--- src/rtl/pattern_match_ctrl_if.sv ---
`default_nettype none
// +----------------------------------------------------------------------------+
// | pattern_match_ctrl_if : valid/ready configuration port of pattern_match_ctrl |
// | Revision 1.0                                                               |
// +----------------------------------------------------------------------------+
interface pattern_match_ctrl_if #(
  parameter int PAT_W = 8,
  parameter int CNT_W = 8,
  parameter int LEN_W = $clog2(PAT_W) + 1
);
  logic             cfg_valid;
  logic             cfg_ready;
  logic [PAT_W-1:0] cfg_pattern;
  logic [LEN_W-1:0] cfg_len;
  logic [CNT_W-1:0] cfg_target;

  modport master (
    output cfg_valid,
    output cfg_pattern,
    output cfg_len,
    output cfg_target,
    input  cfg_ready
  );

  modport slave (
    input  cfg_valid,
    input  cfg_pattern,
    input  cfg_len,
    input  cfg_target,
    output cfg_ready
  );
endinterface
`default_nettype wire

--- src/rtl/pattern_match_ctrl.sv ---
`default_nettype none
// +----------------------------------------------------------------------------+
// | pattern_match_ctrl : programmable serial pattern detector with match count |
// | Revision 1.0                                                               |
// +----------------------------------------------------------------------------+
module pattern_match_ctrl #(
  parameter int PAT_W = 8,
  parameter int CNT_W = 8
) (
  input  logic                 clk,
  input  logic                 reset,
  pattern_match_ctrl_if.slave  cfg,
  input  logic                 in,
  input  logic                 start,
  input  logic                 stop,
  output logic                 out,
  output logic [CNT_W-1:0]     match_cnt,
  output logic                 busy,
  output logic                 done,
  output logic                 cfg_err
);
  localparam int               LEN_W   = $clog2(PAT_W) + 1;
  localparam logic [LEN_W-1:0] MAX_LEN = LEN_W'(PAT_W);
  localparam logic [CNT_W-1:0] CNT_MAX = '1;

  typedef enum logic [1:0] {
    ST_IDLE  = 2'd0,
    ST_ARMED = 2'd1,
    ST_DONE  = 2'd2
  } state_t;

  state_t           state_q, state_d;
  logic [PAT_W-1:0] pat_q, pat_d;
  logic [LEN_W-1:0] len_q, len_d;
  logic [CNT_W-1:0] tgt_q, tgt_d;
  logic             loaded_q, loaded_d;
  logic [PAT_W-2:0] sh_q, sh_d;
  logic [LEN_W-1:0] fill_q, fill_d;
  logic             out_q, out_d;
  logic [CNT_W-1:0] cnt_q, cnt_d;
  logic             err_q, err_d;

  logic [PAT_W-1:0] window;
  logic [LEN_W:0]   fill_inc;
  logic             bits_eq;
  logic             match;
  logic             len_ok;
  logic             arm;

  // The newest bit sits at window[0]; the shift register only needs PAT_W-1 history bits.
  assign window   = {sh_q, in};
  assign fill_inc = {1'b0, fill_q} + {{LEN_W{1'b0}}, 1'b1};

  always_comb begin
    bits_eq = 1'b1;
    for (int i = 0; i < PAT_W; i++) begin
      if ((i < int'(len_q)) && (window[i] != pat_q[i])) begin
        bits_eq = 1'b0;
      end
    end
  end

  assign match  = (state_q == ST_ARMED) && (fill_inc >= {1'b0, len_q}) && bits_eq;
  assign len_ok = (cfg.cfg_len != '0) && (cfg.cfg_len <= MAX_LEN);
  assign arm    = start && ((state_q == ST_DONE) ||
                            ((state_q == ST_IDLE) && loaded_q && !cfg.cfg_valid));

  always_comb begin
    state_d  = state_q;
    pat_d    = pat_q;
    len_d    = len_q;
    tgt_d    = tgt_q;
    loaded_d = loaded_q;
    sh_d     = sh_q;
    fill_d   = fill_q;
    cnt_d    = cnt_q;
    out_d    = 1'b0;
    err_d    = 1'b0;

    if (stop) begin
      state_d = ST_IDLE;
    end else if (arm) begin
      state_d = ST_ARMED;
      cnt_d   = '0;
      sh_d    = '0;
      fill_d  = '0;
    end else begin
      case (state_q)
        ST_IDLE: begin
          if (cfg.cfg_valid) begin
            if (len_ok) begin
              pat_d    = cfg.cfg_pattern;
              len_d    = cfg.cfg_len;
              tgt_d    = cfg.cfg_target;
              loaded_d = 1'b1;
            end else begin
              err_d = 1'b1;
            end
          end
        end
        ST_ARMED: begin
          sh_d   = window[PAT_W-2:0];
          fill_d = (fill_q == MAX_LEN) ? fill_q : fill_inc[LEN_W-1:0];
          if (match) begin
            out_d = 1'b1;
            if (cnt_q != CNT_MAX) begin
              cnt_d = cnt_q + CNT_W'(1);
            end
            if ((tgt_q != '0) && (cnt_d == tgt_q)) begin
              state_d = ST_DONE;
            end
          end
        end
        default: begin
        end
      endcase
    end
  end

  always_ff @(posedge clk) begin
    if (reset) begin
      state_q  <= ST_IDLE;
      pat_q    <= '0;
      len_q    <= '0;
      tgt_q    <= '0;
      loaded_q <= 1'b0;
      sh_q     <= '0;
      fill_q   <= '0;
      out_q    <= 1'b0;
      cnt_q    <= '0;
      err_q    <= 1'b0;
    end else begin
      state_q  <= state_d;
      pat_q    <= pat_d;
      len_q    <= len_d;
      tgt_q    <= tgt_d;
      loaded_q <= loaded_d;
      sh_q     <= sh_d;
      fill_q   <= fill_d;
      out_q    <= out_d;
      cnt_q    <= cnt_d;
      err_q    <= err_d;
    end
  end

  assign out           = out_q;
  assign match_cnt     = cnt_q;
  assign busy          = (state_q == ST_ARMED);
  assign done          = (state_q == ST_DONE);
  assign cfg_err       = err_q;
  assign cfg.cfg_ready = (state_q == ST_IDLE);

endmodule
`default_nettype wire

--- src/flat_wrapper.sv ---
// flat-port wrapper written by rule: the top's interface ports become plain ports
module pattern_match_ctrl_flat 
#(
  parameter int PAT_W = 8,
  parameter int CNT_W = 8
)
  (clk, reset, in, start, stop, out, match_cnt, busy, done, cfg_err, cfg_cfg_valid, cfg_cfg_pattern, cfg_cfg_len, cfg_cfg_target, cfg_cfg_ready);
  pattern_match_ctrl_if #(.PAT_W(PAT_W), .CNT_W(CNT_W)) cfg_i ();
  input  logic clk;
  input  logic reset;
  input  logic in;
  input  logic start;
  input  logic stop;
  output logic out;
  output logic [CNT_W-1:0] match_cnt;
  output logic busy;
  output logic done;
  output logic cfg_err;
  input wire logic [$bits(cfg_i.cfg_valid)-1:0] cfg_cfg_valid;
  input wire logic [$bits(cfg_i.cfg_pattern)-1:0] cfg_cfg_pattern;
  input wire logic [$bits(cfg_i.cfg_len)-1:0] cfg_cfg_len;
  input wire logic [$bits(cfg_i.cfg_target)-1:0] cfg_cfg_target;
  output wire logic [$bits(cfg_i.cfg_ready)-1:0] cfg_cfg_ready;
  assign cfg_i.cfg_valid = cfg_cfg_valid;
  assign cfg_i.cfg_pattern = cfg_cfg_pattern;
  assign cfg_i.cfg_len = cfg_cfg_len;
  assign cfg_i.cfg_target = cfg_cfg_target;
  assign cfg_cfg_ready = cfg_i.cfg_ready;
  pattern_match_ctrl #(.PAT_W(PAT_W), .CNT_W(CNT_W)) u_core (.clk(clk), .reset(reset), .cfg(cfg_i), .in(in), .start(start), .stop(stop), .out(out), .match_cnt(match_cnt), .busy(busy), .done(done), .cfg_err(cfg_err));
endmodule
--- config.mk ---
export PLATFORM = sky130hd
export DESIGN_NAME = pattern_match_ctrl_flat
export DESIGN_NICKNAME = d
export VERILOG_FILES = /design/src/rtl/pattern_match_ctrl_if.sv /design/src/rtl/pattern_match_ctrl.sv /design/src/flat_wrapper.sv
export SDC_FILE = /design/constraint.sdc
export NUM_CORES = 1
export LEC_CHECK = 0
export ABC_AREA = 1
export BUFFER_PORTS_ARGS = -buffer_cell sky130_fd_sc_hd__buf_2
export CELL_PAD_IN_SITES_DETAIL_PLACEMENT = 1
export CELL_PAD_IN_SITES_GLOBAL_PLACEMENT = 1
export CORE_MARGIN = 2
export CORE_UTILIZATION = 45
export CTS_BUF_LIST = sky130_fd_sc_hd__clkbuf_4
export CTS_CLUSTER_DIAMETER = 30
export CTS_CLUSTER_SIZE = 30
export DETAILED_ROUTE_END_ITERATION = 10
export HOLD_SLACK_MARGIN = 0.02
export PLACE_DENSITY = 0.94
export SYNTH_ARGS = -nofsm -noshare
export SYNTH_HDL_FRONTEND = slang
export SYNTH_SLANG_ARGS = --single-unit
--- constraint.sdc ---
create_clock -name clk -period 4.2 [get_ports clk]
set_clock_uncertainty 0.1 [all_clocks]
set_input_delay 0.84 -clock clk [delete_from_list [all_inputs] [get_ports clk]]
set_output_delay 0.84 -clock clk [all_outputs]
set_load 0.05 [all_outputs]
Word-level counts from Yosys, hierarchy flattened
Cells that the tools add are included.
- bits in registers: 44
- bits of input ports: 26
- equality and inequality tests: 14
- bitwise gates (word level): 5
- reductions and logical operators: 33
- $lt $le $gt $ge: 10
- muxes and demuxes: 27
- $add $sub $neg: 2
- operators with widths (operator ; number):
    2-to-1 mux 8 bit ; 8
    < comparator 3 x 4 -> 1 bit (first input constant) ; 4
    logical AND 1 bit ; 15
    2-to-1 mux 1 bit ; 14
    2-to-1 mux 7 bit ; 2
    2-to-1 mux 4 bit ; 3
    AND reduction 3 bit ; 4
    adder 8 x 1 -> 8 bit (second input constant) ; 1
    == test 8 bit ; 1
    < comparator 1 x 4 -> 1 bit (first input constant) ; 2
    < comparator 2 x 4 -> 1 bit (first input constant) ; 2
    != test 1 bit ; 8
    != test 8 bit (second input constant) ; 1
    nonzero test 8 bit ; 1
    nonzero test 2 bit ; 3
    adder 4 x 1 -> 5 bit (second input constant) ; 1
    >= comparator 5 x 4 -> 1 bit ; 1
    inverter 1 bit ; 5
    AND reduction 5 bit ; 1
    OR reduction 5 bit ; 1
    == test 4 bit (second input constant) ; 1
    <= comparator 4 bit (second input constant) ; 1
    nonzero test 4 bit ; 1
    OR reduction 4 bit ; 1
    9 further kinds ; 9

Logic depth before layout (Yosys ltp)
- word-level depth: 21
- mapped depth: 12
- depth with buffers taken out: 12

Least setup slack after synthesis
Ideal clock, no wire load.
- path kind: register -> register
- from: register u_core.cnt_q[0] (netlist: u_core.match_cnt[0])
- to: register u_core.state_q[0]
- data required time: 3.991 ns
- period minus slack after synthesis: 2.069 ns
- data arrival time: 1.860 ns
- cell stages (with the launch flop): 12
- buffers on the path: 1
- path slack: 2.131 ns
- cells stage by stage: dfxtp_1 -> ha_1 -> nand3_2 -> inv_1 -> nand2_2 -> buf_6 -> o211ai_2 -> nand3_1 -> nor2_1 -> nand3_1 -> nand2_1 -> inv_1
- longest elaborated chain between the ends: 10
- elaborated cells on any way between the ends: 11
- ends and longest elaborated chain (item ; RTL line ; text):
    start: declaration ; pattern_match_ctrl.sv:40 ; logic [CNT_W-1:0] cnt_q, cnt_d;
    start signal: assignment ; pattern_match_ctrl.sv:141 ; cnt_q <= cnt_d;
    adder 8 x 1 -> 8 bit / != test 8 bit (equally long branches) ; pattern_match_ctrl.sv:107, pattern_match_ctrl.sv:106 ;
    2-to-1 mux 8 bit * ; pattern_match_ctrl.sv:106 ; if (cnt_q != CNT_MAX) begin
    2-to-1 mux 8 bit * ; pattern_match_ctrl.sv:104 ; if (match) begin
    2-to-1 mux 8 bit * ; pattern_match_ctrl.sv:88 ; case (state_q)
    2-to-1 mux 8 bit * ; pattern_match_ctrl.sv:82 ; end else if (arm) begin
    2-to-1 mux 8 bit * ; pattern_match_ctrl.sv:80 ; if (stop) begin
    == test 8 bit * ; pattern_match_ctrl.sv:109 ; if ((tgt_q != '0) && (cnt_d == tgt_q)) begin
    logical AND 1 bit * ; pattern_match_ctrl.sv:109 ;
    nonzero test 2 bit (no line) * ; -- ;
    AND reduction 3 bit (no line) * ; -- ;
    end signal: assignment ; pattern_match_ctrl.sv:133 ; state_q <= state_d;
    end: declaration ; pattern_match_ctrl.sv:32 ; state_t state_q, state_d;
Mark *: on every way between the ends. The rest lies on a longest branch, timed or not. The select of a mux whose other input is x is not followed.
A chain may end at the register's enable or synchronous reset.

Worst setup path in the final report
- from: input port cfg_cfg_len[0]
- to: register u_core.len_q[3]
- longest elaborated chain between the ends: 3
- elaborated cells on any way between the ends: 4
- ends and longest elaborated chain (item ; RTL line ; text):
    start: declaration ; flat_wrapper.sv:21 ; input wire logic [$bits(cfg_i.cfg_len)-1:0] cfg_cfg_len;
    <= comparator 4 bit / nonzero test 4 bit (equally long branches) ; pattern_match_ctrl.sv:64 ; assign len_ok = (cfg.cfg_len != '0) && (cfg.cfg_len <= MAX_LEN);
    logical AND 1 bit * ; pattern_match_ctrl.sv:64 ;
    AND reduction 5 bit (no line) * ; -- ;
    end signal: assignment ; pattern_match_ctrl.sv:135 ; len_q <= len_d;
    end: declaration ; pattern_match_ctrl.sv:34 ; logic [LEN_W-1:0] len_q, len_d;
Mark *: on every way between the ends. The rest lies on a longest branch, timed or not.

==> summary.txt <==
Timing
  • Tmin final: 2.53 ns
  • Slew HR: 32.5%
  • Tcrit/Tclk final: 60.2%
  • Final Hold Viols: 0
  • Slew Limit Fails: 0
  • Final setup margin: 1.67 ns
  • Slew @ Worst Pin: 1.01 ns
  • Max Clock Freq: 0.395 GHz
  • RSZ-0062 raised after global routing: no
  • Setup violators final: 0
  • Setup TNS Final: 0 ns

Clock tree
  • Clock transition at path regs: 0.13 ns
  • Worst-skew pair later-pin latency: 0.36 ns
  • H-tree Lvls: 2
  • Hold_buf cts: 0
  • CTS Root Cell: clkbuf_4
  • Max Root-Sink Buffers: 2
  • CTS tree: yes
  • Gates resized, CTS repair: 0
  • CTS sink cnt: 44
  • Post-CTS setup buffer count: 0
  • Number of buffers created by CTS: 5

Place
  • HPWL after detailed placement: 5180 um
  • Routability Congestion: 0.887
  • Post-Place Cells: 448
  • # port buffers: 38
  • Place WS: 1.33 ns

Synth
  • Asr flop ratio synth: 0%
  • Number of flops mapped to enable cells by yosys: 0
  • Mapped Cells: 349
  • Synth Cell Area: 2410 um^2
  • Area leader, netlist: dfxtp_1
  • Net Count, Synth: 382
  • Share of the synthesized area in the top cell type: 36.6%
  • Top cells by area, synth: dfxtp_1 37%, nand2_1 12%, inv_1 7.3%, a21oi_1 6.4%, nor2_1 5.6%
  • Register area share after synthesis: 36.6%
  • Synthesized flop and latch total: 44
  • Syn Area/Cell: 6.90 um^2
  • Synth unique cells: 33
  • Main synth FF type: dfxtp_1
  • Ys Warns: 0

Floorplanning
  • Die height: 77.2 um
  • Cell row count: 26
  • Starting Density: 46.9%
  • Core area: 5140 um^2
  • Die Footprint: 5960 um^2
  • Chip width: 77.2 um
  • Ports: 39

Worst setup path
  • Worst Path Arrival: 2.72 ns
  • R2R Path Start: u_core.fill_q[0]
  • R2r setup slk: 1.80 ns
  • Worst r2r path cells: 12
  • Slowest cell delay on critical path: 0.63 ns
  • Worst path slowest cell: nand2_1
  • Reg2reg end: u_core.match_cnt[6]
  • Worst setup endpoint: u_core.len_q[3]
  • Setup crit start: cfg_cfg_len[0]
  • Crit-path max FO: 36
  • Crit start category: input port
  • Crit path cell chain: buf_2 > nor3_1 > xor2_1 > nand2_1 > inv_1 > o21ai_0 > a21oi_1
  • Crit path kind: in2reg
  • Worst EP required: 4.39 ns
  • Worst Setup End Kind: flip-flop

Route
  • Iter 0 DRT Violations: 98
  • Post-route antenna net violation count: 0
  • Initial DRT Pass Iterations: 4
  • Drt drc: 0
  • Vias per cell: 5.38
  • DR WL/cell: 14.8 um
  • Via count: 2,454
  • Routed WL: 6760 um

GRT
  • First-pass GRT wire length: 11,200 um
  • All-Layer GR Usage: 23.6%
  • GRT Residual Overflow: 0
  • Pin count of the biggest net entering global routing: 37
  • Vias in the first global route: 2,399
  • Initial antenna violation count: 0

Finish
  • Share of cells above drive strength 1: 16.3%
  • Area Growth Syn to Fin: 12.8%
  • Antenna Cells: 0
  • Nets: 418
  • Fin cells: 456

Power
  • PD cells: 295 nW/um^2
  • Maximum VDD drop: 194 uV
  • Clock share of power: 32.4%
  • Total internal power: 588 uW
  • Switching part of the total: 26.6%
  • Flop pwr share: 55.0%
  • Leakage power: 0.00123 uW
  • Combinational power share: 12.5%
  • Final Power: 802 uW
  • NetSw: 214 uW

Status
  • Status: finished clean

Hold path
  • Class of the worst hold path: reg2reg
  • Critical hold path startpoint: u_core.pat_q[1]

Run
  • MaxCap Viol Count: 0
==> critical path, delay by kind of cell <==
kind,cells,cell delay (ns)
xor+xnor,1,0.25
simple gates,2,0.84
buf+inv,2,0.51
compound gates,2,0.29
==> layer usage <==
metal | wire (um) | global-route usage, %
met2 | 3410 | 42.7
met1 | 2970 | 28.3
met3 | 286 | 3.76
met5 | 0 | 0
met4 | 92 | 7.32
==> registers in the layout (all words and copies together) (netlist names), 2 cells and up <==
name / flops
u_core.match_cnt: 8
u_core.state_q: 2
u_core.pat_q: 8
u_core.fill_q: 4
u_core.sh_q: 7
u_core.len_q: 4
u_core.tgt_q: 8
==> power groups by stage <==
stage          registers, uW  logic (uW)  clock network [uW]
2_1_floorplan            449        65.6                   0
3_3_place_gp             450        93.2                   0
3_5_place_dp             451        99.1                   0
4_1_cts                  441         101                 265
5_1_grt                  443         113                 285
6_report                 441         100                 260
==> Yosys cell counts, types with 2 or more instances <==
library cell	n
a211oi_1	4
a21oi_1	31
a21oi_4	2
a22oi_1	7
clkbuf_1	5
dfxtp_1	44
ha_1	7
inv_1	47
inv_2	3
nand2_1	75
nand2_2	4
nand3_1	19
nand3_2	3
nand4_1	7
nor2_1	36
nor2_4	2
nor3_1	4
o21ai_0	27
xnor2_1	2
xor2_1	7
==> how the worst min path moves through the flow <==
stage / slack (ns) / cells after the start / to
finish: 0.40 / 2 / u_core.pat_q[1]
global route: 0.41 / 2 / u_core.pat_q[1]
CTS: 0.39 / 2 / u_core.pat_q[1]
detailed placement: 0.37 / 2 / u_core.pat_q[1]
global placement: 0.36 / 2 / u_core.pat_q[4]
floorplan: 0.34 / 2 / u_core.pat_q[5]
==> final cells by class <==
type,instances,area [um^2]
Clock inverter,3,37.5
Clock buffer,5,37.5
Sequential cell,44,881
Multi-Input combinational cell,246,1300
Inverter,50,188
Fill cell,722,2420
Tap cell,70,87.6
Timing Repair Buffer,38,190
==> logic make-up (layout without fill, tap and decap cells) <==
group                    after synthesis  count (layout)  synth area share, %
adder cells (fa/ha/maj)                7               7                 3.63
buffers and inverters                 59              96                 9.60
XOR/XNOR                               9               9                 3.27
AND/OR/NAND/NOR                      154             154                 28.3
AO/OA/AOI/OAI                         76              76                 18.6
flip-flops                            44              44                 36.6
==> metrics by stage <==
step                      cell area (um^2)  hold slack [ns]  util, %
after global placement                2640            0.361     51.4
final                                 2720            0.396     52.9
after global routing                  2720            0.411     52.9
after detailed placement              2640            0.375     51.4
after floorplan                       2410            0.344        -
after CTS                             2720            0.392     52.9
==> placed cells by master, fill, tap and decap left out <==
cell       instances
a211oi_1           4
a21oi_1           31
a21oi_2            1
a21oi_4            2
a22oi_1            7
buf_2             38
bufinv_16          1
clkbuf_4           5
clkinv_1           2
dfxtp_1           44
ha_1               7
inv_1             47
inv_2              3
nand2_1           75
nand2_2            4
nand3_1           19
nand3_2            3
nand3b_1           1
nand4_1            7
nor2_1            36
nor2_2             1
nor2_4             2
nor3_1             4
nor3_2             1
nor4_1             1
o211ai_2           1
o21ai_0           27
o21ai_1            1
o21ai_2            1
o21bai_1           1
xnor2_1            2
xor2_1             7
Note: power is estimated with default switching activity, not from simulation.
